File: src/rtl/motoro3_phase_sequencer_if.sv
// Bus between a controller and the three-phase commutation sequencer.
// The revCnt signal exists only when MOTORO3_SEQ_REVCNT_EN is defined.
interface motoro3_phase_sequencer_if;
    logic        run;
    logic        dir;
    logic [15:0] stepLen;
    logic [3:0]  deadLen;
    logic [2:0]  mosEnable;
    logic [2:0]  h1_L0;
    logic [2:0]  step;
    logic        stepPulse;
    logic        busy;
`ifdef MOTORO3_SEQ_REVCNT_EN
    logic [15:0] revCnt;
`endif

    modport master (
        output run, dir, stepLen, deadLen,
        input  mosEnable, h1_L0, step, stepPulse, busy
`ifdef MOTORO3_SEQ_REVCNT_EN
        , input revCnt
`endif
    );

    modport slave (
        input  run, dir, stepLen, deadLen,
        output mosEnable, h1_L0, step, stepPulse, busy
`ifdef MOTORO3_SEQ_REVCNT_EN
        , output revCnt
`endif
    );
endinterface

File: src/rtl/motoro3_phase_sequencer.sv
// Six-step BLDC commutation sequencer: IDLE -> DEAD -> DRIVE -> DEAD ...
// All state updates on the falling clk edge; nRst is asynchronous, active low.
// Optional feature: define MOTORO3_SEQ_REVCNT_EN to add the saturating revCnt output.
module motoro3_phase_sequencer (
    input logic                      clk,
    input logic                      nRst,
    motoro3_phase_sequencer_if.slave bus
);
    typedef enum logic [1:0] {StIdle, StDead, StDrive} state_e;

    state_e      state_q, state_d;
    logic [15:0] cnt_q, cnt_d;
    logic [2:0]  step_q, step_d;
    logic [2:0]  mos_q, mos_d;
    logic [2:0]  h1_q, h1_d;
    logic        pulse_q, pulse_d;
    logic [15:0] dead_len, drive_len;
    logic [2:0]  step_next;
`ifdef MOTORO3_SEQ_REVCNT_EN
    logic [15:0] rev_q, rev_d;
    logic        wrap;
`endif

    // Phase driven to the high side for a step (bit0 = A, bit1 = B, bit2 = C).
    function automatic logic [2:0] high_sel(input logic [2:0] s);
        case (s)
            3'd0, 3'd1: high_sel = 3'b001;
            3'd2, 3'd3: high_sel = 3'b010;
            3'd4, 3'd5: high_sel = 3'b100;
            default:    high_sel = 3'b000;
        endcase
    endfunction

    // Phase driven to the low side for a step.
    function automatic logic [2:0] low_sel(input logic [2:0] s);
        case (s)
            3'd0, 3'd5: low_sel = 3'b010;
            3'd1, 3'd2: low_sel = 3'b100;
            3'd3, 3'd4: low_sel = 3'b001;
            default:    low_sel = 3'b000;
        endcase
    endfunction

    // Zero-length intervals are stretched to a single cycle.
    assign dead_len  = (bus.deadLen == 4'd0) ? 16'd1 : {12'd0, bus.deadLen};
    assign drive_len = (bus.stepLen == 16'd0) ? 16'd1 : bus.stepLen;

    // Modulo-6 step advance in the requested direction.
    always_comb begin
        if (bus.dir) begin
            step_next = (step_q == 3'd5) ? 3'd0 : step_q + 3'd1;
        end else begin
            step_next = (step_q == 3'd0) ? 3'd5 : step_q - 3'd1;
        end
    end

`ifdef MOTORO3_SEQ_REVCNT_EN
    assign wrap = bus.dir ? (step_q == 3'd5) : (step_q == 3'd0);
`endif

    // Next-state and registered-output logic; run=0 always wins and stops on the next edge.
    always_comb begin
        state_d = state_q;
        cnt_d   = cnt_q;
        step_d  = step_q;
        mos_d   = mos_q;
        h1_d    = h1_q;
        pulse_d = 1'b0;
`ifdef MOTORO3_SEQ_REVCNT_EN
        rev_d   = rev_q;
`endif
        case (state_q)
            StIdle: begin
                mos_d = 3'b000;
                h1_d  = 3'b000;
                if (bus.run) begin
                    state_d = StDead;
                    step_d  = 3'd0;
                    h1_d    = high_sel(3'd0);
                    cnt_d   = dead_len;
`ifdef MOTORO3_SEQ_REVCNT_EN
                    rev_d   = 16'd0;
`endif
                end
            end
            StDead: begin
                if (!bus.run) begin
                    state_d = StIdle;
                    mos_d   = 3'b000;
                    h1_d    = 3'b000;
                    cnt_d   = 16'd0;
                end else if (cnt_q == 16'd1) begin
                    state_d = StDrive;
                    mos_d   = high_sel(step_q) | low_sel(step_q);
                    cnt_d   = drive_len;
                end else begin
                    cnt_d = cnt_q - 16'd1;
                end
            end
            StDrive: begin
                if (!bus.run) begin
                    state_d = StIdle;
                    mos_d   = 3'b000;
                    h1_d    = 3'b000;
                    cnt_d   = 16'd0;
                end else if (cnt_q == 16'd1) begin
                    // Side select is only reloaded on the edge that drops all enables.
                    state_d = StDead;
                    step_d  = step_next;
                    pulse_d = 1'b1;
                    mos_d   = 3'b000;
                    h1_d    = high_sel(step_next);
                    cnt_d   = dead_len;
`ifdef MOTORO3_SEQ_REVCNT_EN
                    if (wrap && (rev_q != 16'hFFFF)) begin
                        rev_d = rev_q + 16'd1;
                    end
`endif
                end else begin
                    cnt_d = cnt_q - 16'd1;
                end
            end
            default: begin
                state_d = StIdle;
                mos_d   = 3'b000;
                h1_d    = 3'b000;
                cnt_d   = 16'd0;
            end
        endcase
    end

    // State register; async reset clears enables without waiting for a clock edge.
    always_ff @(negedge clk or negedge nRst) begin
        if (!nRst) begin
            state_q <= StIdle;
            cnt_q   <= 16'd0;
            step_q  <= 3'd0;
            mos_q   <= 3'b000;
            h1_q    <= 3'b000;
            pulse_q <= 1'b0;
`ifdef MOTORO3_SEQ_REVCNT_EN
            rev_q   <= 16'd0;
`endif
        end else begin
            state_q <= state_d;
            cnt_q   <= cnt_d;
            step_q  <= step_d;
            mos_q   <= mos_d;
            h1_q    <= h1_d;
            pulse_q <= pulse_d;
`ifdef MOTORO3_SEQ_REVCNT_EN
            rev_q   <= rev_d;
`endif
        end
    end

    assign bus.mosEnable = mos_q;
    assign bus.h1_L0     = h1_q;
    assign bus.step      = step_q;
    assign bus.stepPulse = pulse_q;
    assign bus.busy      = (state_q != StIdle);
`ifdef MOTORO3_SEQ_REVCNT_EN
    assign bus.revCnt    = rev_q;
`endif
endmodule

File: src/flat_wrapper.sv
// flat-port wrapper written by rule: the top's interface ports become plain ports
module motoro3_phase_sequencer_flat 
  (clk, nRst, bus_run, bus_dir, bus_stepLen, bus_deadLen, bus_mosEnable, bus_h1_L0, bus_step, bus_stepPulse, bus_busy);
  motoro3_phase_sequencer_if bus_i ();
  input logic clk;
  input logic nRst;
  input wire logic [$bits(bus_i.run)-1:0] bus_run;
  input wire logic [$bits(bus_i.dir)-1:0] bus_dir;
  input wire logic [$bits(bus_i.stepLen)-1:0] bus_stepLen;
  input wire logic [$bits(bus_i.deadLen)-1:0] bus_deadLen;
  output wire logic [$bits(bus_i.mosEnable)-1:0] bus_mosEnable;
  output wire logic [$bits(bus_i.h1_L0)-1:0] bus_h1_L0;
  output wire logic [$bits(bus_i.step)-1:0] bus_step;
  output wire logic [$bits(bus_i.stepPulse)-1:0] bus_stepPulse;
  output wire logic [$bits(bus_i.busy)-1:0] bus_busy;
  assign bus_i.run = bus_run;
  assign bus_i.dir = bus_dir;
  assign bus_i.stepLen = bus_stepLen;
  assign bus_i.deadLen = bus_deadLen;
  assign bus_mosEnable = bus_i.mosEnable;
  assign bus_h1_L0 = bus_i.h1_L0;
  assign bus_step = bus_i.step;
  assign bus_stepPulse = bus_i.stepPulse;
  assign bus_busy = bus_i.busy;
  motoro3_phase_sequencer u_core (.clk(clk), .nRst(nRst), .bus(bus_i));
endmodule
File: config.mk
export PLATFORM = sky130hd
export DESIGN_NAME = motoro3_phase_sequencer_flat
export DESIGN_NICKNAME = d
export VERILOG_FILES = /design/src/rtl/motoro3_phase_sequencer_if.sv /design/src/rtl/motoro3_phase_sequencer.sv /design/src/flat_wrapper.sv
export SDC_FILE = /design/constraint.sdc
export NUM_CORES = 1
export LEC_CHECK = 0
export ABC_AREA = 1
export CAP_MARGIN = 30
export CELL_PAD_IN_SITES_DETAIL_PLACEMENT = 1
export CELL_PAD_IN_SITES_GLOBAL_PLACEMENT = 2
export CORE_UTILIZATION = 27
export CTS_CLUSTER_SIZE = 14
export DETAILED_ROUTE_END_ITERATION = 8
export PLACE_DENSITY_LB_ADDON = 0.1
export RECOVER_POWER = 50
export SLEW_MARGIN = 5
export SYNTH_ARGS = -nofsm -noshare
export SYNTH_HDL_FRONTEND = slang
export SYNTH_SLANG_ARGS = --single-unit
File: constraint.sdc
create_clock -name clk -period 2.9 [get_ports clk]
set_input_delay 0.87 -clock clk [delete_from_list [all_inputs] [get_ports clk]]
set_output_delay 0.87 -clock clk [all_outputs]
set_load 0.05 [all_outputs]
==> out/metrics.yaml, run 1 <==
drt-vias-per-instance: 4.541
synth_area_um2: 1914
vias: 2157
fin_cells: 475
worstPathArrival_ns: 2.46
drive_gt1_frac: 0.4433
clk_pin_slew_ns: 0.07
cts_sinks: 28
hold_violations: 0
placementRows: 30
nets: 406
htree_levels: 1
worst_slack_ns: -0.4271
antenna_found_initial: 0
place_ws_ns: -0.9077
grt_pass1_wl_um: 11300
synth_edf_count: 0
synth_fa_ha_area_frac: 0.01307
ys.flop_type: "dfrtn_1"
max-vdd-ir-drop_mv: 0.4221
ant_nets: 0
clock_path_buffers: 2
cts-root-buf: "clkbuf_8"
p_total_uw: 2634
post-place-cells: 453
crit_chain: "nor2_2 -> inv_2 -> buf_12"
crit_fanout: 2
rsz0062_at_grt: "yes"
synth_top_family_by_area: "simple AND/OR/NAND/NOR gates"
worst_slew_pin_slew_ns: 0.4818
portBuffers: 34
num_antenna_cells: 0
drtIter0Drc: 75
setup_violations: 28
nFillCells: 846
synth_top_area_frac: 0.3660
first_global_vias: 2311
initial_core_util: 0.2802
tns_ns: -4.651
cap_violations: 0
slowest_stage: "dfrtn_1"
drt_wl_total_um: 6813
coreArea_um2: 6832
dieHeight_um: 86.20
grt_max_degree: 29
dp_hpwl_um: 5275
io_pins: 35
globalplace.congestion: 0.8074
die-area_um2: 7430
drcViolationCount: 0
max_stage_delay_ns: 0.37
seq_area_frac_synth: 0.3660
synth_cell_types: 28
synthXorXnorAreaFrac: 0.05033
routedWlPerCell_um: 14.34
ys_warn_count: 0
pwr_density_cell_nw_per_um2: 797.3
synth-seq-cells: 28
critPathLaunchType: "register"
synth-compound-area-share: 0.09216
synthSimpleGateAreaFrac: 0.4098
die_x_um: 86.20
dpl-instance-area_um2: 2808
muxShareOfSynthArea: 0
avgSynthCellArea_um2: 6.693
crit_type: "register to output pin"
clkLatencyLatePin_ns: 0.29
critPathRequiredTime_ns: 2.03
syn-num-nets: 312
cts_tree: "built"
grt_use_total: 0.1974
power.leakage_uw: 0.001667
grt.overflow.total: 0
drtPass1Iterations: 4
synth_cells: 286
fin_worst_skew_ns: 0.002828
synthArstFlopShare: 1.000
finalMaxSlewViolations: 0
endpoint_kind: "output pin"
min_path_type: "register to register"
synth_top_cell_by_area: "dfrtn_1"
violations: "setup timing"
synth_area_leaders: "dfrtn_1, nand2_1, nor2_1"
syn_to_final_growth_pct: 72.55
hold_buffers: 0
slew_headroom: 0.6760
status: "finished, violations left"
design_area_um2: 3303
numCtsBuffers: 3
cell usage in the layout, fill, tap and decap left out, types with 2 or more instances in the layout:
| cell | count |
|---|---|
| clkbuf_8 | 4 |
| nand2_4 | 7 |
| buf_12 | 13 |
| nand3_4 | 2 |
| buf_6 | 17 |
| nand3_2 | 12 |
| o21ai_1 | 7 |
| xor2_1 | 7 |
| nor2_1 | 31 |
| nand2_1 | 84 |
| o22ai_1 | 2 |
| inv_2 | 9 |
| o21ai_0 | 4 |
| o21ai_2 | 5 |
| dlygate4sd2_1 | 3 |
| nand3_1 | 7 |
| xnor2_1 | 4 |
| inv_1 | 20 |
| nor2_2 | 8 |
| nand4_1 | 2 |
| nand2_2 | 15 |
| ha_1 | 2 |
| buf_2 | 8 |
| inv_8 | 2 |
| dfrtn_1 | 28 |
| buf_4 | 43 |
| nor2_4 | 9 |
| o211ai_1 | 5 |
| nand2_8 | 3 |
critical path: cells and delay by family (launching register included):
kind	cells	cell delay (ns)
buffers and inverters	2	0.20
AND/OR/NAND/NOR	1	0.14
flip-flops	1	0.37
path summary, 6_finish.rpt:
kind	from	to	slack, ns	cells after the start
max	u_core.state_q[0]$_DFFE_NN0P_	bus_busy	-0.43	3
min	u_core.cnt_q[1]$_DFFE_NN0N_	u_core.cnt_q[1]$_DFFE_NN0N_	0.46	2
max reg2reg	u_core.cnt_q[0]$_DFFE_NN0N_	u_core.bus.step[2]$_DFFE_NN0P_	1.00	10
min reg2reg	u_core.cnt_q[1]$_DFFE_NN0N_	u_core.cnt_q[1]$_DFFE_NN0N_	0.46	2
max in group asynchronous	nRst	u_core.cnt_q[0]$_DFFE_NN0N_	0.16	2
min in group asynchronous	nRst	u_core.bus.mosEnable[1]$_DFFE_NN0P_	2.41	2
Yosys cell counts (4+ instances only):
| master | instances |
|---|---|
| xor2_1 | 7 |
| inv_1 | 31 |
| nor2_1 | 38 |
| nand2_1 | 102 |
| nand3_1 | 21 |
| xnor2_1 | 4 |
| o211ai_1 | 5 |
| dfrtn_1 | 28 |
| nand2_2 | 5 |
| nor2_2 | 7 |
| o21ai_0 | 13 |
metal layers:
metal  vias up  routed length (um)  global-route usage
met4         0                  39             0.03182
met2        32                3446              0.3608
met3         5                 164             0.02571
li1       1094                   -                   -
met5         -                   0                   0
met1      1026                3162              0.2513
power by group:
part           internal (uW)  switching, uW  total (uW)
Sequential               506            130         635
Combinational            717           1020        1740
Clock                    122            137         259
sequential cells by signal (all words and copies together), names as in the netlist:
name and count:
u_core.state_q 2, u_core.bus.h1_L0 3, u_core.cnt_q 16, u_core.bus.stepPulse 1, u_core.bus.mosEnable 3, u_core.bus.step 3
cells by family after synthesis:
kind of cell / count (synthesis)
DFF: 28
and+or+nand+nor: 182
buffers and inverters: 34
xor gates and xnor gates: 11
adders and majority gates: 2
AOI/OAI and AO/OA: 29
through the flow:
| step | utilization | hold WS (ns) |
|---|---|---|
| finish | 0.4835 | 0.4629 |
| global placement | 0.4110 | 0.4590 |
| CTS | 0.4604 | 0.4704 |
| global route | 0.4835 | 0.4895 |
| detailed placement | 0.4110 | 0.4695 |
| floorplan | - | 0.4319 |
final cells by class:
type,instances,area [um^2],share of cell area
multi-input cells,225,1389,0.4205
repair buffers,88,883.3,0.2674
flip-flops and latches,28,700.7,0.2121
inverters,33,143.9,0.04356
well taps,96,120.1,0.03636
clock buffers,4,55.05,0.01667
repair inverters,1,11.26,0.003409
what timing repair did:
item                       in CTS  in global routing
pin swaps                      39                 31
resized for setup             144                 44
setup endpoints to repair      39                 33
buffers inserted               16                  1
cloned                          2                  0
(Power assumes the default switching activity.)
==> run 2, diff against run 1 <==
--- a/config.mk
+++ b/config.mk
@@ -8,11 +8,11 @@
 export ABC_AREA = 1
 export CAP_MARGIN = 30
 export CELL_PAD_IN_SITES_DETAIL_PLACEMENT = 1
-export CELL_PAD_IN_SITES_GLOBAL_PLACEMENT = 2
+export CELL_PAD_IN_SITES_GLOBAL_PLACEMENT = 1
 export CORE_UTILIZATION = 27
 export CTS_CLUSTER_SIZE = 14
 export DETAILED_ROUTE_END_ITERATION = 8
-export PLACE_DENSITY_LB_ADDON = 0.1
+export PLACE_DENSITY = 0.68
 export RECOVER_POWER = 50
 export SLEW_MARGIN = 5
 export SYNTH_ARGS = -nofsm -noshare
==> out/metrics.yaml, run 2 (synthesized netlist as in run 1, its figures left out) <==
first_global_vias: 2375
die-area_um2: 7430
finalMaxSlewViolations: 0
grt_max_degree: 29
crit_fanout: 2
max_stage_delay_ns: 0.39
drtIter0Drc: 53
initial_core_util: 0.2802
min_path_type: "register to register"
ant_nets: 0
cp_top_family: "flip-flops"
cap_violations: 0
critPathLaunchType: "register"
endpoint_kind: "output pin"
dp_hpwl_um: 4882
clock_path_buffers: 2
clk_pin_slew_ns: 0.08
power.internal_uw: 1418
grt.overflow.total: 0
worstPathArrival_ns: 2.49
slowest_stage: "dfrtn_1"
cts_sinks: 28
rsz0062_at_grt: "yes"
drt-vias-per-instance: 4.627
slew_headroom: 0.7147
place_ws_ns: -0.9242
dieHeight_um: 86.20
hold_violations: 0
worst_slew_pin_slew_ns: 0.4280
r2r_slack_ns: 1.00
worst_slack_ns: -0.4611
num_antenna_cells: 0
portBuffers: 34
fin_worst_skew_ns: 0.01085
placementRows: 30
setup_violations: 27
status: "finished, violations left"
power_frac_clock: 0.121
cts_tree: "built"
combinationalPowerShare: 0.647
io_pins: 35
grt_pass1_wl_um: 11360
largest_register_ff_count: 16
switching_share: 0.4816
routedWlPerCell_um: 14.94
drive_gt1_frac: 0.4593
post-route-util: 0.4839
cts-root-buf: "clkbuf_8"
violations: "setup timing"
layout_common_cells: "nand2_1, buf_4, nor2_1"
crit_type: "register to output pin"
p_seq_frac: 0.231
die_x_um: 86.20
crit_buf_inv: 2
coreArea_um2: 6832
critPathRequiredTime_ns: 2.03
drtPass1Iterations: 4
crit_chain: "nor2_2 -> inv_2 -> buf_12"
globalplace.congestion: 0.7871
power.leakage_uw: 0.001672
pwr_density_cell_nw_per_um2: 827.2
max-vdd-ir-drop_mv: 0.4329
switchingPower_uw: 1317
layout_commonest_cell: "nand2_1"
numCtsBuffers: 3
syn_to_final_growth_pct: 72.68
antenna_found_initial: 0
regMostFlops: "u_core.cnt_q"
clkLatencyLatePin_ns: 0.30
drt_wl_total_um: 7128
htree_levels: 1
hold_buffers: 0
drcViolationCount: 0
vias: 2207
nets: 408
grt_use_total: 0.1975
run 2: cell types whose count changed in the layout (fill, tap and decap cells not counted), sizes merged:
cell | previous run | this run
clkdlybuf4s15 | 1 | 2
clkinv | 1 | 0
dlygate4sd2 | 3 | 1
inv | 33 | 34
bufinv | 0 | 1
buf | 82 | 84
run 2: power by group through the flow:
stage                     clock network [uW]  logic (uW)  registers [uW]
after floorplan                            0         897             649
after global placement                     0        1410             632
after detailed placement                   0        1450             635
after CTS                                336        1590             629
after global routing                     352        1950             651
final                                    332        1770             632
run 2: repair_timing:
item,4_1_cts,5_1_grt
pin swaps,30,30
resized for setup,134,49
gates cloned,2,0
setup endpoints to repair,39,35
endpoints found under the hold margin,0,0
buffers inserted,15,4
run 2: cell type report:
cell class / count / area [um^2]
Clock buffer: 3 / 41.29
Clock inverter: 1 / 30.03
Fill cell: 840 / 3526
Inverter: 33 / 136.4
Multi-Input combinational cell: 225 / 1374
Sequential cell: 28 / 700.7
Tap cell: 96 / 120.1
Timing Repair Buffer: 90 / 897.1
Timing Repair inverter: 1 / 6.256
run 2: final timing paths:
path	depth (start not counted)	from	endpoint
worst max register to register	10	u_core.cnt_q[0]$_DFFE_NN0N_	u_core.bus.step[2]$_DFFE_NN0P_
max in group asynchronous	2	nRst	u_core.cnt_q[7]$_DFFE_NN0N_
worst max-delay path	3	u_core.state_q[1]$_DFFE_NN0P_	bus_busy
min in group asynchronous	2	nRst	u_core.cnt_q[12]$_DFFE_NN0N_
worst min-delay path	2	u_core.cnt_q[1]$_DFFE_NN0N_	u_core.cnt_q[1]$_DFFE_NN0N_
worst min register to register	2	u_core.cnt_q[1]$_DFFE_NN0N_	u_core.cnt_q[1]$_DFFE_NN0N_
run 2: through the flow:
stage	cells	setup TNS, ns	power (uW)	instance area, um^2	hold slack, ns
after CTS	473	-4.001	2558	3136	0.4739
final	477	-4.309	2734	3306	0.4633
after global routing	477	-5.578	2953	3306	0.5137
after floorplan	286	-3.964	1546	1932	0.4319
after detailed placement	452	-22.79	2081	2813	0.4724
after global placement	452	-21.76	2046	2813	0.4682
run 2: worst reg2reg max path, delay by kind of cell (launching register included):
family | cells | cell delay, ns
AO/OA/AOI/OAI | 1 | 0.11
buffers and inverters | 2 | 0.12
AND/OR/NAND/NOR | 6 | 0.89
flip-flops | 1 | 0.45
adder cells (fa/ha/maj) | 1 | 0.17
run 2: metal layers:
layer	up-vias	routed length [um]	global-route usage
li1	1094	-	-
met1	1066	2982	0.2396
met2	35	3863	0.3759
met3	12	151	0.01714
met4	0	131	0.04545
met5	-	0	0
